===== src/rtl/ps2_kbd_apb_fifo_pkg.sv =====
// Shared register map, bit positions and types for the PS/2 keyboard APB controller.
package ps2_pkg;

   localparam logic [1:0] REG_DATA   = 2'd0;
   localparam logic [1:0] REG_STATUS = 2'd1;
   localparam logic [1:0] REG_CTRL   = 2'd2;
   localparam logic [1:0] REG_NONE   = 2'd3;

   localparam int STAT_FERR  = 13;
   localparam int STAT_PERR  = 12;
   localparam int STAT_OVF   = 11;
   localparam int STAT_FULL  = 10;
   localparam int STAT_EMPTY = 9;

   localparam int CTRL_EN = 0;
   localparam int CTRL_IE = 1;

   localparam int FRAME_BITS = 11;

   typedef struct packed {
      logic ferr;
      logic perr;
      logic ovf;
   } ps2_status_t;

   typedef enum logic [1:0] {APB_IDLE, APB_WAIT, APB_READY} apb_state_t;

   function automatic logic [31:0] status_word(input ps2_status_t s, input logic full,
                                               input logic empty, input logic [6:0] count);
      logic [31:0] w;
      w             = '0;
      w[STAT_FERR]  = s.ferr;
      w[STAT_PERR]  = s.perr;
      w[STAT_OVF]   = s.ovf;
      w[STAT_FULL]  = full;
      w[STAT_EMPTY] = empty;
      w[6:0]        = count;
      return w;
   endfunction

endpackage


===== src/rtl/ps2_kbd_apb_fifo_rx_frame.sv =====
// PS/2 device-to-host frame receiver: synchroniser, falling-edge sampler, frame checks
// and an inactivity timeout that abandons partial frames.
module ps2_rx_frame
   import ps2_pkg::*;
#(
   parameter int TIMEOUT = 16384
) (
   input  logic       clock,
   input  logic       reset,
   input  logic       ps2_clk,
   input  logic       ps2_data,
   output logic [7:0] code,
   output logic       valid,
   output logic       perr,
   output logic       ferr
);

   localparam int TW = $clog2(TIMEOUT + 1);

   logic [1:0]    clk_sync;
   logic [1:0]    data_sync;
   logic          clk_prev;
   logic          fall;
   logic [3:0]    bit_cnt;
   logic [9:0]    shift;
   logic [10:0]   frame;
   logic [TW-1:0] idle_cnt;

   assign fall  = clk_prev & ~clk_sync[1];
   // Bits arrive LSB first: frame[0] start, [8:1] data, [9] parity, [10] stop.
   assign frame = {data_sync[1], shift};

   // NOTE: all sequential state uses non-blocking assignments so every flop samples pre-edge values.
   always_ff @(posedge clock) begin
      if (reset) begin
         clk_sync  <= '0;
         data_sync <= '0;
         clk_prev  <= 1'b0;
         bit_cnt   <= '0;
         shift     <= '0;
         idle_cnt  <= '0;
         code      <= '0;
         valid     <= 1'b0;
         perr      <= 1'b0;
         ferr      <= 1'b0;
      end else begin
         clk_sync  <= {clk_sync[0], ps2_clk};
         data_sync <= {data_sync[0], ps2_data};
         clk_prev  <= clk_sync[1];
         valid     <= 1'b0;
         perr      <= 1'b0;
         ferr      <= 1'b0;
         if (fall) begin
            idle_cnt <= '0;
            if (bit_cnt == 4'(FRAME_BITS - 1)) begin
               bit_cnt <= '0;
               code    <= frame[8:1];
               if (frame[0] || !frame[10])
                  ferr <= 1'b1;
               else if (!(^frame[9:1]))
                  perr <= 1'b1;
               else
                  valid <= 1'b1;
            end else begin
               bit_cnt <= bit_cnt + 4'd1;
               shift   <= frame[10:1];
            end
         end else if (bit_cnt != '0) begin
            if (idle_cnt == TW'(TIMEOUT - 1)) begin
               bit_cnt  <= '0;
               idle_cnt <= '0;
            end else begin
               idle_cnt <= idle_cnt + TW'(1);
            end
         end
      end
   end

endmodule


===== src/rtl/ps2_kbd_apb_fifo.sv =====
// APB-slave PS/2 keyboard controller: scan-code FIFO, sticky error status, control
// register and level interrupt; every APB access takes one wait state.
module ps2_kbd_apb_fifo
   import ps2_pkg::*;
#(
   parameter int FIFO_DEPTH = 8,
   parameter int TIMEOUT    = 16384
) (
   input  logic        clock,
   input  logic        reset,
   input  logic [31:0] in_paddr,
   input  logic        in_psel,
   input  logic        in_penable,
   input  logic        in_pwrite,
   input  logic [2:0]  in_pprot,
   input  logic [31:0] in_pwdata,
   input  logic [3:0]  in_pstrb,
   output logic        in_pready,
   output logic [31:0] in_prdata,
   output logic        in_pslverr,
   input  logic        ps2_clk,
   input  logic        ps2_data,
   output logic        irq
);

   localparam int            AW         = $clog2(FIFO_DEPTH);
   localparam int            CW         = AW + 1;
   localparam logic [CW-1:0] FULL_COUNT = CW'(FIFO_DEPTH);

   logic [7:0]    rx_code;
   logic          rx_valid, rx_perr, rx_ferr;
   apb_state_t    state;
   logic [1:0]    acc_reg;
   logic          acc_write;
   logic [31:0]   acc_wdata;
   logic [7:0]    mem [FIFO_DEPTH];
   logic [AW-1:0] wr_ptr, rd_ptr;
   logic [CW-1:0] count;
   ps2_status_t   sticky, sticky_set, sticky_clr;
   logic          ctrl_en, ctrl_ie;
   logic          full, empty, commit, pop, flush, push_req, do_push, ovf_set, ctrl_wr;
   logic [31:0]   rd_mux;
   logic          unused_bus;

   assign unused_bus = ^{in_pprot, in_pstrb, in_paddr[31:4], in_paddr[1:0]};

   ps2_rx_frame #(.TIMEOUT(TIMEOUT)) u_rx (
      .clock    (clock),
      .reset    (reset),
      .ps2_clk  (ps2_clk),
      .ps2_data (ps2_data),
      .code     (rx_code),
      .valid    (rx_valid),
      .perr     (rx_perr),
      .ferr     (rx_ferr)
   );

   assign full     = (count == FULL_COUNT);
   assign empty    = (count == '0);
   assign commit   = (state == APB_READY);
   assign pop      = commit && !acc_write && (acc_reg == REG_DATA) && !empty;
   assign ctrl_wr  = commit && acc_write && (acc_reg == REG_CTRL);
   assign flush    = ctrl_wr && !acc_wdata[CTRL_EN];
   assign push_req = rx_valid && ctrl_en;
   // A pop in the same cycle frees the slot, so a full FIFO still accepts the byte.
   assign do_push  = push_req && (!full || pop);
   assign ovf_set  = push_req && full && !pop;

   assign sticky_set = '{ferr: rx_ferr, perr: rx_perr, ovf: ovf_set};
   assign sticky_clr = (commit && acc_write && acc_reg == REG_STATUS)
                       ? '{ferr: acc_wdata[STAT_FERR], perr: acc_wdata[STAT_PERR], ovf: acc_wdata[STAT_OVF]}
                       : '0;

   always_comb begin
      rd_mux = '0;
      if (!in_pwrite) begin
         case (in_paddr[3:2])
            REG_DATA:   if (!empty) rd_mux = {23'b0, 1'b1, mem[rd_ptr]};
            REG_STATUS: rd_mux = status_word(sticky, full, empty, 7'(count));
            REG_CTRL:   rd_mux = {30'b0, ctrl_ie, ctrl_en};
            default:    rd_mux = '0;
         endcase
      end
   end

   // Cycle A captures the access; the READY cycle presents it and commits side effects.
   always_ff @(posedge clock) begin
      if (reset) begin
         state      <= APB_IDLE;
         in_pready  <= 1'b0;
         in_prdata  <= '0;
         in_pslverr <= 1'b0;
         acc_reg    <= '0;
         acc_write  <= 1'b0;
         acc_wdata  <= '0;
      end else begin
         case (state)
            APB_IDLE, APB_WAIT: begin
               in_pready <= 1'b0;
               if (in_psel && in_penable) begin
                  state      <= APB_READY;
                  in_pready  <= 1'b1;
                  in_prdata  <= rd_mux;
                  in_pslverr <= (in_paddr[3:2] == REG_NONE);
                  acc_reg    <= in_paddr[3:2];
                  acc_write  <= in_pwrite;
                  acc_wdata  <= in_pwdata;
               end else if (in_psel) begin
                  state <= APB_WAIT;
               end else begin
                  state <= APB_IDLE;
               end
            end
            APB_READY: begin
               state      <= APB_IDLE;
               in_pready  <= 1'b0;
               in_prdata  <= '0;
               in_pslverr <= 1'b0;
            end
            default: state <= APB_IDLE;
         endcase
      end
   end

   always_ff @(posedge clock) begin
      if (reset) begin
         wr_ptr  <= '0;
         rd_ptr  <= '0;
         count   <= '0;
         sticky  <= '0;
         ctrl_en <= 1'b1;
         ctrl_ie <= 1'b0;
      end else begin
         if (flush) begin
            wr_ptr <= '0;
            rd_ptr <= '0;
            count  <= '0;
         end else begin
            if (do_push) wr_ptr <= wr_ptr + AW'(1);
            if (pop)     rd_ptr <= rd_ptr + AW'(1);
            if (do_push && !pop)      count <= count + CW'(1);
            else if (pop && !do_push) count <= count - CW'(1);
         end
         if (ctrl_wr) begin
            ctrl_en <= acc_wdata[CTRL_EN];
            ctrl_ie <= acc_wdata[CTRL_IE];
         end
         sticky <= (sticky & ~sticky_clr) | sticky_set;
      end
   end

   // NOTE: the storage array has no reset; the pointers and count alone decide which entries are live.
   always_ff @(posedge clock) begin
      if (do_push) mem[wr_ptr] <= rx_code;
   end

   assign irq = ctrl_ie & (!empty | sticky.ovf | sticky.perr | sticky.ferr);

endmodule


===== config.mk =====
export PLATFORM = sky130hd
export DESIGN_NAME = ps2_kbd_apb_fifo
export DESIGN_NICKNAME = d
export VERILOG_FILES = /design/src/rtl/ps2_kbd_apb_fifo_pkg.sv /design/src/rtl/ps2_kbd_apb_fifo_rx_frame.sv /design/src/rtl/ps2_kbd_apb_fifo.sv
export SDC_FILE = /design/constraint.sdc
export NUM_CORES = 1
export LEC_CHECK = 0
export BUFFER_PORTS_ARGS = -buffer_cell sky130_fd_sc_hd__clkbuf_2
export CORE_ASPECT_RATIO = 0.5
export CORE_MARGIN = 2
export CORE_UTILIZATION = 25
export CTS_CLUSTER_DIAMETER = 150
export CTS_CLUSTER_SIZE = 28
export DETAILED_ROUTE_END_ITERATION = 8
export HOLD_SLACK_MARGIN = 0.05
export SYNTH_ARGS = -nofsm -noshare
export SYNTH_HDL_FRONTEND = slang
export SYNTH_SLANG_ARGS = --single-unit

===== constraint.sdc =====
create_clock -name clock -period 5.9 [get_ports clock]
set_input_delay 1.18 -clock clock [delete_from_list [all_inputs] [get_ports clock]]
set_output_delay 1.18 -clock clock [all_outputs]
set_load 0.05 [all_outputs]

==> flow_summary_export.csv, run 1 <==
group,metric,value,unit
timing,clock_skew,7.65,ps
finish,instances_no_fill,914,
synthesis,synth-seq-cells,153,
die,die-area,26300,um^2
job,maxCapViolations,0,
critical_path,crit_start,"count[0]",
pwr,power.total,2.18,mW
synthesis,yosys-top-cells-count,"89 x dfxtp_1, 64 x edfxtp_1, 57 x nand2_1, 49 x nor2_1, 34 x a21oi_1",
route,drt_iter0_markers,246,
pwr,p_sw_share,22.4,%
finish,area_growth,16.6,%
finish,fillers,2473,
synthesis,synth_edf_count,64,
die,num_rows,40,
critical_path,r2r_cells,11,
finish,largest_register_ffs,64,
critical_path,cp-start-kind,"register",
route,drtAntennaViolNets,0,
global_route,antenna_found_initial,0,
finish,seq_area,3700,um^2
critical_path,r2r-end,"count[3]",
synthesis,ys_seq_area_share,59.4,%
timing,rsz0062_at_grt,"no",
cts,clkTransAtPathRegs,60,ps
route,drc,0,
status,status,"finished clean",
synthesis,ys_types,50,
cts,cts_buffers,17,
cts,clock_path_buffers,2,
finish,drive_gt1_share,15.4,%
synthesis,synth_most_common_cell,"dfxtp_1",
timing,period_needed,3310,ps
critical_path,crit_slowest_cell,"or4_1",
synthesis,yosys_warnings,0,
pwr,ir_worst_vdd,0.153,mV
route,wl_per_cell,12.8,um
route,via_per_inst,4.36,
timing,slew_violations,0,
synthesis,netlist_area,6230,um^2
route,drt_pass1_iterations,4,
placement,portBuffers,30,
pwr,combPwrFrac,3.1,%
cts,cts_tree,"built",
critical_path,rrSetupSlack,2800,ps
timing,finalHoldViolations,0,
finish,regMostFlops,"mem",
placement,dp_cells,883,
cts,cts_resized,0,
timing,fin_hold_ws,441,ps
global_route,grt.total_usage,9.38,%
pwr,p_per_area,301,nW/um^2
placement,dpl.hpwl,7.87,mm
critical_path,path_max_fanout,6,
placement,placed_cell_area,6710,um^2
timing,setup_ws,2590,ps
route,vias,3984,
synthesis,synth_top_area_share,30.8,%
synthesis,synthArstFlopShare,0,%
critical_path,crit_chain,"or4_1 > o41a_1 > clkbuf_2",
synthesis,syn_inst,530,
min_path,hp-start,"u_rx.idle_cnt[14]",
critical_path,worstPathRequired,4720,ps
finish,reg_top3,"mem (64), u_rx.idle_cnt (15), in_prdata (14)",
synthesis,synth_area_leaders,"edfxtp_1 31%, dfxtp_1 29%, mux4_2 5.8%",
die,coreArea,24200,um^2
die,fp.dieW,227,um
global_route,grt_pass1_wl,18.9,mm
cts,clk_latency,420,ps
global_route,grt_pass1_vias,3780,
global_route,grt_max_degree,61,
critical_path,cp.arrival,2130,ps
synthesis,syn_area_per_cell,11.8,um^2
finish,final_core_util,30.0,%
timing,min_period_over_period,56.1,%
timing,fmax,302,MHz
finish,fin_nets,654,
route,wl,11.7,mm
pwr,p_sw,0.490,mW
die,io-pin-count,113,
critical_path,crit_end,"irq",
die,chipHeight,116,um
critical_path,slowest_delay,690,ps
pwr,clkPwrFrac,46.4,%
cts,postCtsHoldBufs,0,
timing,worst-slew-pin-transition,1010,ps
cts,clockRootBuffer,"clkbuf_16",
finish,multi_input_area,2350,um^2
placement,pre_cts_slack,2830,ps
cts,postCtsSetupBuffers,0,
synthesis,synth_flop_cell,"dfxtp_1",
timing,slew_headroom,32.7,%
global_route,overflow,0,
placement,gp_congestion,0.739,
synthesis,synth.largest_area_cell,"edfxtp_1",
finish,diodes,0,
min_path,hold_class,"register to register",
timing,tns,0,ps
pwr,internal_power,1.69,mW
finish,design_area,7270,um^2
pwr,p_leak,2.44,nW
cts,cts_sinks,153,
critical_path,worstSetupPathType,"register to output port",
cts,cts.htree.levels,4,
pwr,seqPwrFrac,50.5,%
critical_path,rr_startpoint,"count[0]",
timing,setup_viol,0,
die,start_util,25.7,%
critical_path,endpoint_kind,"output port",
-- logic make-up (layout without fill, tap and decap cells) --
kind of cell               after synthesis  in the layout  synth area share, %
AOI/OAI and AO/OA                       71             71                 6.85
xor gates and xnor gates                20             20                 3.03
adders and majority gates               10             10                 2.13
buffers and inverters                   46             77                 3.91
DFF                                    153            153                 59.4
muxes                                   37             37                 9.15
other                                    1             18               0.0602
and+or+nand+nor                        192            192                 15.4
-- layout make-up --
| type | instances | area share [%] |
|---|---|---|
| tap | 336 | 5.79 |
| inverter | 9 | 0.465 |
| sequential | 153 | 51.0 |
| clock inverter | 13 | 1.69 |
| multi-input combinational | 348 | 32.4 |
| clock buffer | 18 | 5.91 |
| timing repair buffer | 37 | 2.79 |
-- per-layer routing --
layer	wire (um)	track usage, %	vias up
li1	-	-	1954
met4	115	4.36	0
met3	298	2.43	9
met1	5570	11.5	1980
met5	0	0	-
met2	5730	15.6	41
-- placed cells by master (no fill, tap or decap), types with 2 or more instances in the layout --
| master | instances |
|---|---|
| buf_4 | 7 |
| a31oi_1 | 2 |
| nor4b_1 | 3 |
| clkinv_4 | 3 |
| clkbuf_2 | 30 |
| o221ai_1 | 2 |
| nand3_1 | 16 |
| nand4_1 | 4 |
| nor2b_1 | 12 |
| xnor2_1 | 12 |
| nand2b_1 | 9 |
| mux2i_1 | 21 |
| nor3b_2 | 2 |
| clkinvlp_4 | 3 |
| a22oi_1 | 8 |
| o31ai_1 | 3 |
| inv_6 | 4 |
| nor3_1 | 8 |
| clkbuf_16 | 17 |
| a221o_1 | 2 |
| and2_1 | 4 |
| nand2_1 | 57 |
| mux4_2 | 16 |
| conb_1 | 18 |
| dfxtp_1 | 89 |
| o211ai_1 | 2 |
| a21oi_1 | 34 |
| or4_1 | 4 |
| or3_1 | 5 |
| edfxtp_1 | 64 |
| nor4_1 | 5 |
| o21ai_0 | 11 |
| o21ai_1 | 2 |
| nand3b_1 | 6 |
| xor2_1 | 7 |
| inv_1 | 9 |
| nor2_1 | 49 |
| ha_1 | 9 |
-- power by group through the flow --
| stage | combinational, mW | clock, mW | sequential, mW |
|---|---|---|---|
| floorplan | 0.0604 | 0 | 1.13 |
| global placement | 0.0672 | 0 | 1.13 |
| detailed placement | 0.0679 | 0 | 1.13 |
| CTS | 0.0679 | 1.04 | 1.10 |
| global route | 0.0734 | 1.08 | 1.10 |
| finish | 0.0680 | 1.01 | 1.10 |
-- critical path, delay by kind of cell (launching register included) --
family | cells | cell delay [ps]
buf+inv | 1 | 250
flops | 1 | 380
simple gates | 1 | 690
compound gates | 1 | 390
-- how the worst min path moves through the flow --
stage / to / slack [ps] / cells after the start
after detailed placement: u_rx.idle_cnt[14] / 430 / 2
after CTS: u_rx.idle_cnt[14] / 440 / 2
after floorplan: u_rx.idle_cnt[14] / 410 / 2
final: u_rx.idle_cnt[14] / 440 / 2
after global placement: u_rx.idle_cnt[14] / 420 / 2
after global routing: sticky[2] / 460 / 2
Note: power is estimated with default switching activity, not from simulation.
==> run 2, diff against run 1 <==
Clock period 5.9 ns to 3.2 ns, I/O delays scaled along.
==> flow_summary_export.csv, run 2 (synthesized netlist as in run 1, its figures left out) <==
group,metric,value,unit
placement,portBuffers,30,
die,start_util,25.7,%
global_route,antenna_found_initial,0,
finish,drive_gt1_share,17.0,%
finish,regMostFlops,"mem",
route,via_per_inst,4.31,
timing,fmax,363,MHz
cts,clock_path_buffers,2,
timing,worst-slew-pin-transition,780,ps
global_route,grt_max_degree,34,
die,chipHeight,116,um
timing,slew_violations,0,
pwr,p_per_area,556,nW/um^2
route,wl,12.0,mm
cts,clkTransAtPathRegs,70,ps
global_route,met2_usage,17.2,%
global_route,overflow,0,
global_route,grt.total_usage,9.78,%
route,drt_pass1_iterations,5,
cts,clk_latency,430,ps
route,wl_per_cell,13.0,um
die,io-pin-count,113,
timing,min_period_over_period,86.1,%
global_route,met1_usage,11.6,%
finish,fin_nets,664,
critical_path,cp-start-kind,"register",
critical_path,slowest_delay,390,ps
die,num_rows,40,
status,status,"finished clean",
timing,setup_viol,0,
critical_path,crit_chain,"nor4b_1 > buf_4 > o41ai_1 > buf_4 > nand2_1 > inv_1 > ha_1 > inv_1 > ha_1 > a21o_1 > a21oi_1 > mux2i_1 > mux2i_1",
die,die-area,26300,um^2
finish,final_common_cell,"dfxtp_1",
critical_path,worstSetupPathType,"register to register",
timing,clock_skew,11.2,ps
timing,period_needed,2760,ps
placement,dp_cells,893,
die,fp.dieW,227,um
global_route,gr-usage-met3,2.21,%
critical_path,worstPathRequired,3560,ps
finish,largest_register_ffs,64,
min_path,hold_class,"input port to register",
cts,postCtsHoldBufs,0,
cts,cts_sinks,153,
critical_path,cp.arrival,3120,ps
route,drtAntennaViolNets,0,
route,drt_iter0_markers,268,
timing,fin_hold_ws,399,ps
route,vias,3986,
cts,cts_tree,"built",
finish,reg_top3,"mem (64), u_rx.idle_cnt (15), in_prdata (14)",
global_route,grt_pass1_wl,19.8,mm
placement,dpl.hpwl,8.25,mm
critical_path,crit_slowest_cell,"dfxtp_1",
pwr,p_leak,2.50,nW
timing,rsz0062_at_grt,"no",
cts,cts.htree.levels,4,
cts,cts_buffers,17,
critical_path,path_max_fanout,6,
cts,clockRootBuffer,"clkbuf_16",
finish,instances_no_fill,925,
global_route,grt_pass1_vias,3930,
timing,tns,0,ps
critical_path,endpoint_kind,"register",
timing,finalHoldViolations,0,
finish,diodes,0,
route,drc,0,
finish,area_growth,18.0,%
placement,gp_congestion,0.759,
cts,cts_resized,0,
pwr,ir_worst_vdd,0.336,mV
finish,final_cell_mix,"89 x dfxtp_1, 64 x edfxtp_1, 57 x nand2_1, 49 x nor2_1, 34 x a21oi_1",
timing,slew_headroom,47.6,%
cts,postCtsSetupBuffers,0,
job,maxCapViolations,0,
global_route,top_usage_layer,"met2",
finish,fillers,2472,
die,coreArea,24200,um^2
==> run 2: cell count changes in the layout (fill, tap and decap cells not counted), sizes merged <==
cell,previous run,this run
buf,7,17
clkinv,5,6
clkinvlp,3,2
inv,13,14
==> run 2: final cells by class <==
cell class / instances / area, um^2 / area share, %
clock inverters: 14 / 143 / 1.94
clock buffers: 18 / 429 / 5.83
repair buffers: 47 / 278 / 3.78
well taps: 336 / 420 / 5.72
flip-flops and latches: 153 / 3700 / 50.3
multi-input cells: 348 / 2350 / 31.9
inverters: 9 / 33.8 / 0.459
==> run 2: routing by layer <==
metal  routed length, um  share of wire [%]  vias to the layer above
li1                    -                  -                     1976
met1                5470                 46                     1966
met2                6090                 51                       33
met3                 278                2.3                       11
met4                 180                1.5                        0
met5                   0                  0                        -
==> run 2: worst paths after layout <==
check	from	endpoint	slack [ps]	cells after the start
min	in_penable	state[0]	400	2
min reg2reg	u_rx.idle_cnt[14]	u_rx.idle_cnt[14]	440	2
max reg2reg	count[0]	count[3]	440	13
max	count[0]	count[3]	440	13
==> run 2: where the power goes <==
group          switching (mW)  internal, mW  total (mW)  leakage, nW
sequential            0.00849          2.03        2.03         1.31
combinational           0.102        0.0267       0.129        0.915
clock                   0.835          1.09        1.93        0.278
total                   0.945          3.14        4.09         2.50
==> run 2: stage by stage <==
stage	power, mW	worst slack, ps	instance area, um^2	utilization [%]
after floorplan	2.19	719	6300	-
after global placement	2.20	455	6780	28.0
after detailed placement	2.21	445	6780	28.0
after CTS	4.13	418	7360	30.4
after global routing	4.22	218	7360	30.4
final	4.09	444	7360	30.4
==> run 2: critical path: cells and delay by family (launching register included) <==
| kind | cells | cell delay, ps |
|---|---|---|
| and+or+nand+nor | 2 | 480 |
| AOI/OAI and AO/OA | 3 | 390 |
| buffers and inverters | 4 | 540 |
| DFF | 1 | 390 |
| muxes | 2 | 420 |
| adders and majority gates | 2 | 470 |
==> run 3, diff against run 2 <==
Settings changed: CORE_MARGIN 2 to default.
==> flow_summary_export.csv, run 3 (synthesized netlist as in run 1, its figures left out) <==
group,metric,value,unit
placement,dp_cells,892,
global_route,grt_pass1_vias,3903,
critical_path,worstPathRequired,3550,ps
cts,cts_tree,"built",
die,num_rows,40,
status,status,"finished clean",
finish,instances_no_fill,924,
finish,fin_nets,663,
timing,fmax,366,MHz
timing,slew_violations,0,
finish,multi_input_area,2350,um^2
pwr,seqPwrFrac,47.3,%
global_route,antenna_found_initial,0,
critical_path,path_max_fanout,6,
route,vias,3973,
placement,pre_cts_slack,448,ps
placement,portBuffers,30,
cts,postCtsSetupBuffers,0,
die,chipHeight,114,um
cts,clock_path_buffers,2,
route,drt_pass1_iterations,6,
timing,fin_hold_ws,405,ps
cts,clkTransAtPathRegs,60,ps
finish,diodes,0,
finish,design_area,7420,um^2
global_route,grt.total_usage,9.93,%
die,start_util,25.7,%
finish,final_common_cell,"dfxtp_1",
timing,setup_viol,0,
die,fp.dieW,225,um
pwr,combPwrFrac,3.0,%
global_route,overflow,0,
pwr,ir_worst_vdd,0.297,mV
pwr,p_per_area,580,nW/um^2
cts,postCtsHoldBufs,0,
placement,dpl.hpwl,8.11,mm
finish,final_core_util,30.6,%
finish,area_growth,19.0,%
cts,clk_latency,420,ps
timing,setup_ws,466,ps
pwr,p_sw,0.898,mW
pwr,clkPwrFrac,49.7,%
timing,worst-slew-pin-transition,777,ps
finish,seq_area,3700,um^2
pwr,p_leak,2.53,nW
finish,reg_top3,"mem (64), u_rx.idle_cnt (15), in_prdata (14)",
finish,regMostFlops,"mem",
route,via_per_inst,4.30,
cts,cts.htree.levels,4,
route,drc,0,
timing,slew_headroom,47.8,%
critical_path,crit_slowest_cell,"dfxtp_1",
critical_path,endpoint_kind,"register",
placement,placed_cell_area,6780,um^2
finish,drive_gt1_share,16.8,%
cts,clockRootBuffer,"clkbuf_16",
route,drt_iter0_markers,253,
min_path,hold_class,"input port to register",
timing,clock_skew,7.40,ps
critical_path,worstSetupPathType,"register to register",
critical_path,cp.arrival,3090,ps
placement,gp_congestion,0.739,
timing,min_period_over_period,85.5,%
timing,finalHoldViolations,0,
critical_path,critPathTopFamily,"buffers and inverters",
timing,period_needed,2730,ps
cts,cts_resized,0,
pwr,power.total,4.30,mW
timing,rsz0062_at_grt,"no",
route,wl,11.8,mm
route,drtAntennaViolNets,0,
job,maxCapViolations,0,
global_route,grt_max_degree,31,
die,coreArea,24200,um^2
critical_path,crit_chain,"nor4b_1 > buf_4 > o41ai_1 > buf_4 > nand2_1 > inv_1 > ha_1 > inv_1 > ha_1 > a21o_1 > a21oi_1 > mux2i_1 > mux2i_1",
finish,fillers,2462,
finish,final_cell_mix,"89 x dfxtp_1, 64 x edfxtp_1, 57 x nand2_1, 49 x nor2_1, 34 x a21oi_1",
die,io-pin-count,113,
pwr,p_sw_share,20.9,%
global_route,grt_pass1_wl,19.7,mm
pwr,internal_power,3.41,mW
cts,cts_sinks,153,
route,wl_per_cell,12.7,um
critical_path,cp_num_buf_inv,4,
finish,largest_register_ffs,64,
critical_path,cp-start-kind,"register",
cts,cts_buffers,17,
critical_path,slowest_delay,380,ps
timing,tns,0,ps
die,die-area,25600,um^2
[run 3: cell count changes in the layout (fill, tap and decap cells not counted)]
cell,delta
clkbuf_1,-1
clkinv_4,-1
buf_4,-1
inv_8,-2
clkbuf_8,+2
clkinv_2,-2
inv_6,+1
bufinv_16,+3
clkinv_8,-1
clkinv_1,+1
[run 3: layout make-up]
type | instances | share of cell area [%]
Timing Repair Buffer | 46 | 3.64
Multi-Input combinational cell | 348 | 31.7
Sequential cell | 153 | 49.9
Clock inverter | 13 | 2.53
Clock buffer | 19 | 6.11
Inverter | 9 | 0.455
Tap cell | 336 | 5.67
[run 3: path summary, 6_finish.rpt]
| path | endpoint | cells after the start | startpoint | slack [ps] |
|---|---|---|---|---|
| worst min-delay path | state[0] | 2 | in_penable | 400 |
| worst max register to register | count[3] | 13 | count[0] | 470 |
| worst min register to register | u_rx.clk_sync[1] | 1 | u_rx.clk_sync[0] | 440 |
| worst max-delay path | count[3] | 13 | count[0] | 470 |
[run 3: power groups by stage]
stage | combinational (mW) | clock, mW | sequential, mW
after floorplan | 0.111 | 0 | 2.08
after global placement | 0.127 | 0 | 2.08
after detailed placement | 0.128 | 0 | 2.08
after CTS | 0.129 | 2.19 | 2.04
after global routing | 0.139 | 2.27 | 2.04
final | 0.128 | 2.14 | 2.04
[run 3: layer usage]
layer,vias to the layer above,global-route usage (%),wire [um]
li1,1981,-,-
met4,0,4.49,179
met2,42,16.0,5690
met1,1934,12.8,5580
met3,16,2.16,311
met5,-,0,0
